[config.mk]
export PLATFORM = sky130hd
export DESIGN_NAME = uart_word_streamer_flat
export DESIGN_NICKNAME = d
export VERILOG_FILES = /design/src/rtl/uart_word_streamer_if.sv /design/src/rtl/uart_word_streamer.sv /design/src/flat_wrapper.sv
export SDC_FILE = /design/constraint.sdc
export NUM_CORES = 1
export LEC_CHECK = 0
export CAP_MARGIN = 0
export CORE_ASPECT_RATIO = 0.5
export CORE_MARGIN = 2
export CORE_UTILIZATION = 57
export DETAILED_ROUTE_END_ITERATION = 7
export PLACE_DENSITY = 0.87
export SYNTH_ARGS = -nofsm -noshare
export SYNTH_HDL_FRONTEND = slang
export SYNTH_SLANG_ARGS = --single-unit
[constraint.sdc]
create_clock -name i_clk -period 4.2 [get_ports i_clk]
set_input_delay 0.42 -clock i_clk [delete_from_list [all_inputs] [get_ports i_clk]]
set_output_delay 0.42 -clock i_clk [all_outputs]
set_load 0.05 [all_outputs]
[src/rtl/uart_word_streamer_if.sv]
// Handshake and line signals between a word producer and uart_word_streamer.
// The producer side uses the master modport, the streamer uses the slave one.
interface uart_word_streamer_if #(
    parameter int WORD_BITS = 512
);
    localparam int LEN_W = $clog2(WORD_BITS / 8 + 1);

    logic                 start;
    logic [WORD_BITS-1:0] data;
    logic [LEN_W-1:0]     len;
    logic                 abort;
    logic                 busy;
    logic                 done;
    logic                 aborted;
    logic [LEN_W-1:0]     byte_idx;
    logic                 tx;

    modport master (
        output start, data, len, abort,
        input  busy, done, aborted, byte_idx, tx
    );

    modport slave (
        input  start, data, len, abort,
        output busy, done, aborted, byte_idx, tx
    );
endinterface

[src/rtl/uart_word_streamer.sv]
// Serialises a WORD_BITS-wide word onto a UART line as len back-to-back 8N1/8N2
// frames, using an internal baud counter so no divided clock is needed.
module uart_word_streamer #(
    parameter int CLK_HZ    = 12000000,
    parameter int BAUD      = 9600,
    parameter int WORD_BITS = 512,
    parameter int LSB_FIRST = 1,
    parameter int STOP_BITS = 1
) (
    input  logic                 i_clk,
    input  logic                 i_rst_n,
    uart_word_streamer_if.slave  bus
);
    localparam int CLKS_PER_BIT = CLK_HZ / BAUD;
    localparam int NBYTES       = WORD_BITS / 8;
    localparam int LEN_W        = $clog2(NBYTES + 1);
    localparam int CNT_W        = $clog2(CLKS_PER_BIT);

    localparam logic [CNT_W-1:0] BAUD_RELOAD = CNT_W'(CLKS_PER_BIT - 1);
    localparam logic [LEN_W-1:0] LEN_MAX     = LEN_W'(NBYTES);
    // Index of the final stop bit (0 for one stop bit, 1 for two).
    localparam logic             STOP_LAST   = (STOP_BITS == 2);

    typedef enum logic [2:0] {
        S_IDLE,
        S_START,
        S_DATA,
        S_STOP,
        S_FINISH
    } state_t;

    state_t               r_state;
    logic [WORD_BITS-1:0] r_shift;
    logic [LEN_W-1:0]     r_remaining;
    logic [LEN_W-1:0]     r_byte_idx;
    logic [CNT_W-1:0]     r_baud;
    logic [2:0]           r_bit;
    logic                 r_stop;
    logic                 r_tx;
    logic                 r_busy;
    logic                 r_done;
    logic                 r_aborted;

    logic [LEN_W-1:0]     w_len_clamped;
    logic [7:0]           w_cur_byte;
    logic [WORD_BITS-1:0] w_shifted;
    logic                 w_baud_zero;

    // Oversized requests saturate at the word size rather than wrapping.
    assign w_len_clamped = (bus.len > LEN_MAX) ? LEN_MAX : bus.len;
    assign w_baud_zero   = (r_baud == '0);

    // The byte on the line always sits at the sending end of the shift
    // register; after each frame the register moves 8 bits toward that end.
    generate
        if (LSB_FIRST != 0) begin : g_lsb_first
            assign w_cur_byte = r_shift[7:0];
            assign w_shifted  = r_shift >> 8;
        end else begin : g_msb_first
            assign w_cur_byte = r_shift[WORD_BITS-1 -: 8];
            assign w_shifted  = r_shift << 8;
        end
    endgenerate

    // Transfer sequencer: frame state, baud timing and all registered outputs.
    always_ff @(posedge i_clk or negedge i_rst_n) begin
        if (!i_rst_n) begin
            r_state     <= S_IDLE;
            r_shift     <= '0;
            r_remaining <= '0;
            r_byte_idx  <= '0;
            r_baud      <= '0;
            r_bit       <= '0;
            r_stop      <= 1'b0;
            r_tx        <= 1'b1;
            r_busy      <= 1'b0;
            r_done      <= 1'b0;
            r_aborted   <= 1'b0;
        end else begin
            r_done    <= 1'b0;
            r_aborted <= 1'b0;
            if (r_busy && bus.abort) begin
                // Truncate any partial frame; byte_idx keeps completed bytes.
                r_state   <= S_IDLE;
                r_tx      <= 1'b1;
                r_busy    <= 1'b0;
                r_aborted <= 1'b1;
            end else begin
                case (r_state)
                    S_IDLE: begin
                        if (bus.start) begin
                            r_byte_idx <= '0;
                            if (w_len_clamped != '0) begin
                                r_shift     <= bus.data;
                                r_remaining <= w_len_clamped;
                                r_baud      <= BAUD_RELOAD;
                                r_state     <= S_START;
                                r_tx        <= 1'b0;
                                r_busy      <= 1'b1;
                            end else begin
                                // Empty request completes without line activity.
                                r_state <= S_FINISH;
                                r_done  <= 1'b1;
                            end
                        end
                    end
                    S_START: begin
                        if (!w_baud_zero) begin
                            r_baud <= r_baud - 1'b1;
                        end else begin
                            r_baud  <= BAUD_RELOAD;
                            r_bit   <= '0;
                            r_tx    <= w_cur_byte[0];
                            r_state <= S_DATA;
                        end
                    end
                    S_DATA: begin
                        if (!w_baud_zero) begin
                            r_baud <= r_baud - 1'b1;
                        end else begin
                            r_baud <= BAUD_RELOAD;
                            if (r_bit == 3'd7) begin
                                r_tx    <= 1'b1;
                                r_stop  <= 1'b0;
                                r_state <= S_STOP;
                            end else begin
                                r_bit <= r_bit + 3'd1;
                                r_tx  <= w_cur_byte[r_bit + 3'd1];
                            end
                        end
                    end
                    S_STOP: begin
                        if (!w_baud_zero) begin
                            r_baud <= r_baud - 1'b1;
                        end else begin
                            r_baud <= BAUD_RELOAD;
                            if (r_stop == STOP_LAST) begin
                                r_byte_idx  <= r_byte_idx + 1'b1;
                                r_remaining <= r_remaining - 1'b1;
                                r_shift     <= w_shifted;
                                if (r_remaining > LEN_W'(1)) begin
                                    // Next start bit follows with no idle gap.
                                    r_tx    <= 1'b0;
                                    r_state <= S_START;
                                end else begin
                                    r_done  <= 1'b1;
                                    r_busy  <= 1'b0;
                                    r_state <= S_FINISH;
                                end
                            end else begin
                                r_stop <= 1'b1;
                            end
                        end
                    end
                    S_FINISH: begin
                        r_state <= S_IDLE;
                    end
                    default: begin
                        r_state <= S_IDLE;
                    end
                endcase
            end
        end
    end

    assign bus.tx       = r_tx;
    assign bus.busy     = r_busy;
    assign bus.done     = r_done;
    assign bus.aborted  = r_aborted;
    assign bus.byte_idx = r_byte_idx;
endmodule

[src/flat_wrapper.sv]
// flat-port wrapper written by rule: the top's interface ports become plain ports
module uart_word_streamer_flat 
#(
    parameter int CLK_HZ    = 12000000,
    parameter int BAUD      = 9600,
    parameter int WORD_BITS = 512,
    parameter int LSB_FIRST = 1,
    parameter int STOP_BITS = 1
)
  (i_clk, i_rst_n, bus_start, bus_data, bus_len, bus_abort, bus_busy, bus_done, bus_aborted, bus_byte_idx, bus_tx);
  uart_word_streamer_if #(.WORD_BITS(WORD_BITS)) bus_i ();
  input  logic i_clk;
  input  logic i_rst_n;
  input wire logic [$bits(bus_i.start)-1:0] bus_start;
  input wire logic [$bits(bus_i.data)-1:0] bus_data;
  input wire logic [$bits(bus_i.len)-1:0] bus_len;
  input wire logic [$bits(bus_i.abort)-1:0] bus_abort;
  output wire logic [$bits(bus_i.busy)-1:0] bus_busy;
  output wire logic [$bits(bus_i.done)-1:0] bus_done;
  output wire logic [$bits(bus_i.aborted)-1:0] bus_aborted;
  output wire logic [$bits(bus_i.byte_idx)-1:0] bus_byte_idx;
  output wire logic [$bits(bus_i.tx)-1:0] bus_tx;
  assign bus_i.start = bus_start;
  assign bus_i.data = bus_data;
  assign bus_i.len = bus_len;
  assign bus_i.abort = bus_abort;
  assign bus_busy = bus_i.busy;
  assign bus_done = bus_i.done;
  assign bus_aborted = bus_i.aborted;
  assign bus_byte_idx = bus_i.byte_idx;
  assign bus_tx = bus_i.tx;
  uart_word_streamer #(.CLK_HZ(CLK_HZ), .BAUD(BAUD), .WORD_BITS(WORD_BITS), .LSB_FIRST(LSB_FIRST), .STOP_BITS(STOP_BITS)) u_core (.i_clk(i_clk), .i_rst_n(i_rst_n), .bus(bus_i));
endmodule
==> metrics.md, run 1 <==
| Metric | Value |
|---|---|
| Mean post-synth cell area | `9.28 um^2` |
| Syn Std Cell Area | `about 28000 um^2` |
| Num CTS Buffers | `50` |
| Max Slew Vio Count | `0` |
| Die W | `between 300 and 400 um` |
| Min-delay worst type | `in -> reg` |
| Total routed wirelength | `approximately 74 mm` |
| Max clock buf depth | `3` |
| WL/cell | `about 18 um` |
| Setup violators final | `0` |
| Drt pass-1 iters | `5` |
| Worst r2r src | `u_core.r_baud[0]` |
| Clock share of power | `about a fifth` |
| Row count | `56` |
| Cell internal pwr | `around 15000 uW` |
| Total power per unit cell area | `slightly below 700 nW/um^2` |
| DP Cell Count | `3990` |
| Die Y | `160 um` |
| Clock net sink count | `roughly 550` |
| Starting Density | `around 58%` |
| Critical Path AT | `approximately 4.0 ns` |
| Reg2reg setup slack | `between 0.6 and 0.7 ns` |
| First-pass GRT wire length | `118 mm` |
| Post-Layout Cell Count | `4108` |
| R2R cell count | `9` |
| Area leader, netlist | `dfrtp_1` |
| Die Footprint | `about 50000 um^2` |
| Layout area overhead | `26.0%` |
| Largest net degree at the start of global routing | `about 230` |
| Initial detailed-routing violation count | `around 1900` |
| Clock Latency Late Sink | `0.59 ns` |
| Final hold violations | `0` |
| IO Count | `534` |
| Drt drc | `0` |
| Final GP Congestion | `about 0.87` |
| Ys async rst share | `100%` |
| Synthesized flop and latch total | `roughly 550` |
| CTS root buf | `clkbuf_16` |
| Yosys cell types | `58` |
| Synth warnings | `0` |
| Hold path startpoint | `bus_data[505]` |
| Setup TNS | `0 ns` |
| EDFF count, synth | `0` |
| Net Count, Synth | `3500` |
| HPWL after DPL | `between 50 and 60 mm` |
| CP required | `around 4.7 ns` |
| Overall Global Routing Usage | `between 20% and 30%` |
| RSZ-0062 raised after global routing | `no` |
| Share of layout cells above drive strength 1 | `around 6.7%` |
| Placeable Area | `approximately 47000 um^2` |
| Synth Flop Type | `dfrtp_1` |
| FMAX | `0.282 GHz` |
| Via density | `5.40` |
| Top cells by count, synth | `1524 x nand2_1, 546 x dfrtp_1, 401 x mux2_1, 125 x clkbuf_1, 106 x mux2_2` |
| CTS H-tree depth | `2` |
| Worst rel slew slack | `roughly 28%` |
| Worst reg2reg path endpoint | `u_core.r_shift[202]` |
| Comb pwr share | `40.9%` |
| Outcome | `completed` |
| Max-Cap Viols | `0` |
| Psw | `around 8700 uW` |
| CTS tree | `yes` |
| Worst vdd ir | `about 550 uV` |
| Worst-path clk slew | `0.07 ns` |
| Initial antenna violation count | `28` |
| Slew @ Worst Pin | `1.08 ns` |
| CP Capture Type | `register` |
| Fin Clk Skew | `0.0155 ns` |
| Hold endpoint | `u_core.r_shift[505]` |
| Setup bufs post-CTS | `0` |
| Sw frac | `36.5%` |
| Share of power burned in registers | `roughly two fifths` |
| Startpoint Class | `register` |
| PortBufs | `about 530` |
| CP Class | `reg -> reg` |
| Most common cell in the netlist | `nand2_1` |
| Area share of the largest cell type after synthesis | `between 40% and 50%` |
| Layout net count | `about 3900` |
| Post-synthesis instance total | `around 3000` |
| Post-synthesis sequential area ratio | `between 40% and 50%` |
| Fin crit period | `between 3 and 4 ns` |
| Remaining antenna violation count after routing | `0` |
| Grt ovf | `0` |
| Vias in the first global route | `about 23000` |
| Vias | `22200` |
| Top cells by area, synth | `dfrtp_1 50%, nand2_1 21%, mux2_1 16%` |
| Final period util | `between 80% and 90%` |
| Hold Path Depth | `3` |
| Worst-path fanout max | `56` |
| LEAKAGE | `0.0165 uW` |
cells by family after synthesis:
kind of cell / Yosys count / share of synthesized area [%]
DFF: 547 / 49.7
adders and majority gates: 7 / 0.309
buffers and inverters: 198 / 4.18
muxes: 520 / 21.2
xor gates and xnor gates: 1 / 0.0318
and+or+nand+nor: 1607 / 22.5
AOI/OAI and AO/OA: 91 / 2.11
layer usage:
metal	wire (um)	GRT usage (%)
met5	0	0
met3	2590	3.41
met1	28800	35.1
met2	38700	50.7
met4	3970	16.5
metrics by stage:
stage	util [%]	hold WS, ns	power [uW]	setup slack (ns)	cell area (um^2)
2_1_floorplan	-	0.124	16900	1.44	27600
3_3_place_gp	69.9	0.466	18500	0.780	33100
3_5_place_dp	69.9	0.474	19200	0.695	33100
4_1_cts	73.3	0.378	23800	0.679	34700
5_1_grt	73.5	0.396	25400	0.470	34700
6_report	73.5	0.391	23800	0.656	34700
cell type report:
class	instances	area, um^2
multi-input cells	2226	12700
clock inverters	20	183
flip-flops and latches	547	13700
clock buffers	69	1420
fillers	3241	12600
well taps	638	798
inverters	15	56.3
repair buffers	565	5780
diodes	28	70.1
what timing repair did:
item,in CTS,in global routing
hold buffers,1,0
resized for setup,0,0
endpoints found under the hold margin,89,0
worst max-delay path by stage:
stage | startpoint | endpoint | slack (ns) | cells past startpoint
3_5_place_dp | u_core.r_baud[0] | u_core.r_shift[240] | 0.70 | 9
4_1_cts | u_core.r_baud[0] | u_core.r_shift[202] | 0.68 | 9
2_1_floorplan | u_core.r_baud[0] | u_core.r_shift[418] | 1.44 | 11
6_report | u_core.r_baud[0] | u_core.r_shift[202] | 0.66 | 9
3_3_place_gp | u_core.r_baud[0] | u_core.r_shift[196] | 0.78 | 9
5_1_grt | u_core.r_baud[0] | u_core.r_shift[207] | 0.47 | 9
sequential cells by signal, indices dropped and copies added, names as in the netlist:
name / count
u_core.r_shift: 512
u_core.r_baud: 11
u_core.bus.byte_idx: 7
u_core.r_remaining: 7
u_core.r_bit: 3
u_core.r_state: 3
u_core.bus.aborted: 1
u_core.bus.busy: 1
u_core.bus.done: 1
u_core.bus.tx: 1
cell usage in the layout, fill, tap and decap left out, types with 4 or more instances in the layout:
| cell | count |
|---|---|
| a31oi_1 | 6 |
| ha_1 | 6 |
| diode_2 | 28 |
| nor3_1 | 14 |
| o21ai_0 | 31 |
| nand2b_1 | 4 |
| dfrtp_1 | 546 |
| clkinvlp_4 | 4 |
| clkbuf_1 | 9 |
| o31ai_1 | 4 |
| inv_1 | 15 |
| a21oi_1 | 19 |
| nand2_1 | 1524 |
| nand3_1 | 8 |
| mux2_1 | 401 |
| buf_4 | 15 |
| clkinv_2 | 10 |
| buf_12 | 16 |
| nor3b_1 | 5 |
| o2bb2ai_1 | 4 |
| clkdlybuf4s50_1 | 532 |
| mux2_2 | 106 |
| mux2i_1 | 13 |
| clkbuf_16 | 50 |
| clkbuf_8 | 10 |
| nor2_1 | 19 |
| or3_1 | 4 |
| nor4_1 | 4 |
power groups by stage:
stage | Combinational [uW] | Sequential, uW | Clock, uW
2_1_floorplan | 7870 | 9030 | 0
4_1_cts | 9780 | 9440 | 4610
3_3_place_gp | 9230 | 9280 | 0
3_5_place_dp | 9700 | 9500 | 0
5_1_grt | 10800 | 9770 | 4850
6_report | 9730 | 9500 | 4570
worst max-delay path, stage by stage (launching register included):
cell,delay (ns)
dfrtp_1,0.42
inv_1,0.08
ha_1,0.18
or4b_1,0.59
nor4_4,0.46
a21oi_2,0.19
nor3_4,0.46
buf_12,0.30
buf_12,0.31
mux2_1,0.36
(Power assumes the default switching activity.)
==> run 2, diff against run 1 <==
--- a/config.mk
+++ b/config.mk
@@ -8,9 +8,9 @@
 export CAP_MARGIN = 0
 export CORE_ASPECT_RATIO = 0.5
 export CORE_MARGIN = 2
-export CORE_UTILIZATION = 57
+export CORE_UTILIZATION = 53
 export DETAILED_ROUTE_END_ITERATION = 7
-export PLACE_DENSITY = 0.87
+export PLACE_DENSITY = 0.81
 export SYNTH_ARGS = -nofsm -noshare
 export SYNTH_HDL_FRONTEND = slang
 export SYNTH_SLANG_ARGS = --single-unit
==> constraint.sdc (replaced) <==
create_clock -name i_clk -period 3.3 [get_ports i_clk]
set_input_delay 0.33 -clock i_clk [delete_from_list [all_inputs] [get_ports i_clk]]
set_output_delay 0.33 -clock i_clk [all_outputs]
set_load 0.05 [all_outputs]
==> metrics.md, run 2 (synthesized netlist as in run 1, its figures left out) <==
| Metric | Value |
|---|---|
| Largest Register | `u_core.r_shift` |
| Worst r2r src | `u_core.r_baud[0]` |
| Core Util, Final | `67.8% (-5.7 points)` |
| Layout area overhead | `27.1%` |
| Largest net degree at the start of global routing | `212 (-7.4%)` |
| CTS H-tree depth | `2 (unchanged)` |
| Worst vdd ir | `730 uV (+32%)` |
| LEAKAGE | `0.0166 uW (+0.74%)` |
| Worst-path clk slew | `0.07 ns (about the same)` |
| CTS tree | `yes` |
| Placeable Area | `51700 um^2 (+9.3%)` |
| PortBufs | `533 (unchanged)` |
| CP Capture Type | `register` |
| Die W | `327 um (+3.7%)` |
| Met1 Resource Use GR | `30.8% (-4.4 points)` |
| Most frequent cells in the layout | `1524 x nand2_1, 546 x dfrtp_1, 532 x clkdlybuf4s50_1, 401 x mux2_1, 106 x mux2_2` |
| Total routed wirelength | `73.2 mm (-1.0%)` |
| CP required | `3.75 ns (-0.90 ns)` |
| Share of power burned in registers | `39.2% (-0.7 points)` |
| Hold path startpoint | `bus_data[509]` |
| Remaining antenna violation count after routing | `0 (unchanged)` |
| Footprint of the multi-input gates | `12700 um^2 (unchanged)` |
| Max clock buf depth | `3 (unchanged)` |
| IO Count | `534 (unchanged)` |
| Total power | `30500 uW (+28%)` |
| Grt ovf | `0 (unchanged)` |
| Fin Clk Skew | `0.0111 ns (-0.00438 ns)` |
| Sw frac | `35.7% (-0.76 points)` |
| Max-Cap Viols | `0 (unchanged)` |
| Starting Density | `53.3% (-4.9 points)` |
| Fill cells | `3938 (+22%)` |
| RSZ-0062 raised after global routing | `no` |
| Cell internal pwr | `19600 uW (+30%)` |
| Slew @ Worst Pin | `0.958 ns (-0.122 ns)` |
| Initial antenna violation count | `18 (-36%)` |
| Fin crit period | `3.16 ns (-0.388 ns)` |
| Die Footprint | `54000 um^2 (+7.4%)` |
| Share of layout cells above drive strength 1 | `6.98% (+0.32 points)` |
| Drt drc | `0 (unchanged)` |
| Vias | `22000 (-0.61%)` |
| Hold endpoint | `u_core.r_shift[509]` |
| Startpoint Class | `register` |
| Total power per unit cell area | `872 nW/um^2 (+27%)` |
| Comb pwr share | `41.1% (+0.2 points)` |
| Vias in the first global route | `22400 (-2.1%)` |
| Worst reg2reg path endpoint | `u_core.r_shift[469]` |
| GR Layer Usage met2 | `46.2% (-4.5 points)` |
| Post-Layout Cell Count | `4178 (+1.7%)` |
| WL/cell | `17.5 um (-2.7%)` |
| Setup bufs post-CTS | `0 (unchanged)` |
| DP Cell Count | `4070 (+2.0%)` |
| Critical Path AT | `3.60 ns (-0.40 ns)` |
| Psw | `10900 uW (+26%)` |
| Biggest regs | `u_core.r_shift: 512 flops, u_core.r_baud: 11 flops` |
| Most used routing layer | `met2` |
| Hold slack final | `0.308 ns (-0.0835 ns)` |
| Clock Latency Late Sink | `0.57 ns (-0.02 ns)` |
| Outcome | `completed` |
| CTS root buf | `clkbuf_16` |
| Most common cell after layout, fill and taps aside | `nand2_1` |
| Min-delay worst type | `in -> reg` |
| CP Class | `reg -> reg` |
| Via density | `5.27 (-2.3%)` |
| Hold Path Depth | `3 (unchanged)` |
| Final period util | `95.6% (+11 points)` |
| Reg2reg setup slack | `0.14 ns (-0.51 ns)` |
| Worst-path fanout max | `53 (-5.4%)` |
| R2R cell count | `9 (unchanged)` |
| Max Slew Vio Count | `0 (unchanged)` |
| Met3 Track Usage GR | `3.75% (+0.34 points)` |
| First-pass GRT wire length | `113 mm (-3.8%)` |
| Clock share of power | `19.7% (+0.5 points)` |
| Initial detailed-routing violation count | `1718 (-10%)` |
| Max reg flops | `512 (unchanged)` |
| Row count | `59 (+5.4%)` |
| Setup TNS | `0 ns (unchanged)` |
| Num CTS Buffers | `49 (-2.0%)` |
| HPWL after DPL | `51.5 mm (+0.36%)` |
| Layout net count | `3950 (+0.41%)` |
| Worst rel slew slack | `36.1% (+8.1 points)` |
| Overall Global Routing Usage | `26.3% (-2.8 points)` |
| Die Y | `165 um (+3.6%)` |
| FF/Latch Area | `13700 um^2 (unchanged)` |
| Clock net sink count | `547 (unchanged)` |
| Final GP Congestion | `0.862 (-0.83%)` |
| Setup violators final | `0 (unchanged)` |
| Drt pass-1 iters | `6 (+1)` |
| FMAX | `0.317 GHz (+12%)` |
| Final hold violations | `0 (unchanged)` |
run 2: how the worst max path moves through the flow:
| stage | startpoint | cells after the start | end |
|---|---|---|---|
| 2_1_floorplan | u_core.r_baud[0] | 11 | u_core.r_shift[418] |
| 3_3_place_gp | u_core.r_baud[0] | 9 | u_core.r_shift[391] |
| 3_5_place_dp | u_core.r_baud[0] | 9 | u_core.r_shift[469] |
| 4_1_cts | u_core.r_baud[0] | 9 | u_core.r_shift[469] |
| 5_1_grt | u_core.r_baud[0] | 9 | u_core.r_shift[289] |
| 6_report | u_core.r_baud[0] | 9 | u_core.r_shift[469] |
run 2: cell type report:
| class | instances | share of cell area [%] |
|---|---|---|
| repair buffers | 582 | 17.0 |
| inverters | 15 | 0.161 |
| clock buffers | 69 | 4.03 |
| clock inverters | 15 | 0.675 |
| well taps | 701 | 2.50 |
| diodes | 23 | 0.164 |
| multi-input cells | 2226 | 36.4 |
| flip-flops and latches | 547 | 39.1 |
run 2: timing repair:
action                                 CTS  global route
endpoints found under the hold margin   73             0
hold buffers                             1             0
resized for setup                        0             0
run 2: worst max-delay path, cell delays in order (launching register included):
cell and delay, ns:
dfrtp_1 0.41, inv_1 0.08, ha_1 0.17, or4b_1 0.59
nor4_4 0.30, a21oi_2 0.16, nor3_4 0.33, buf_12 0.24
buf_12 0.31, mux2_2 0.39
run 2: layer usage:
| metal | vias up | share of wire (%) |
|---|---|---|
| met2 | 548 | 51 |
| met5 | - | 0 |
| met1 | 10800 | 39 |
| met4 | 0 | 5.7 |
| met3 | 214 | 3.6 |
| li1 | 10500 | - |
run 2: per-stage QoR:
stage                     setup slack (ns)  area (um^2)
final                                0.144        35000
after global routing               0.00903        35000
after CTS                            0.153        35000
after detailed placement             0.168        33300
after global placement               0.236        33300
after floorplan                      0.537        27600
run 2: power groups by stage:
stage               registers, uW  clock network, uW  logic, uW
finish                      12000               6000      12600
global route                12300               6390      13900
CTS                         11900               6090      12700
detailed placement          12000                  0      12600
global placement            11800                  0      12000
floorplan                   11500                  0      10000
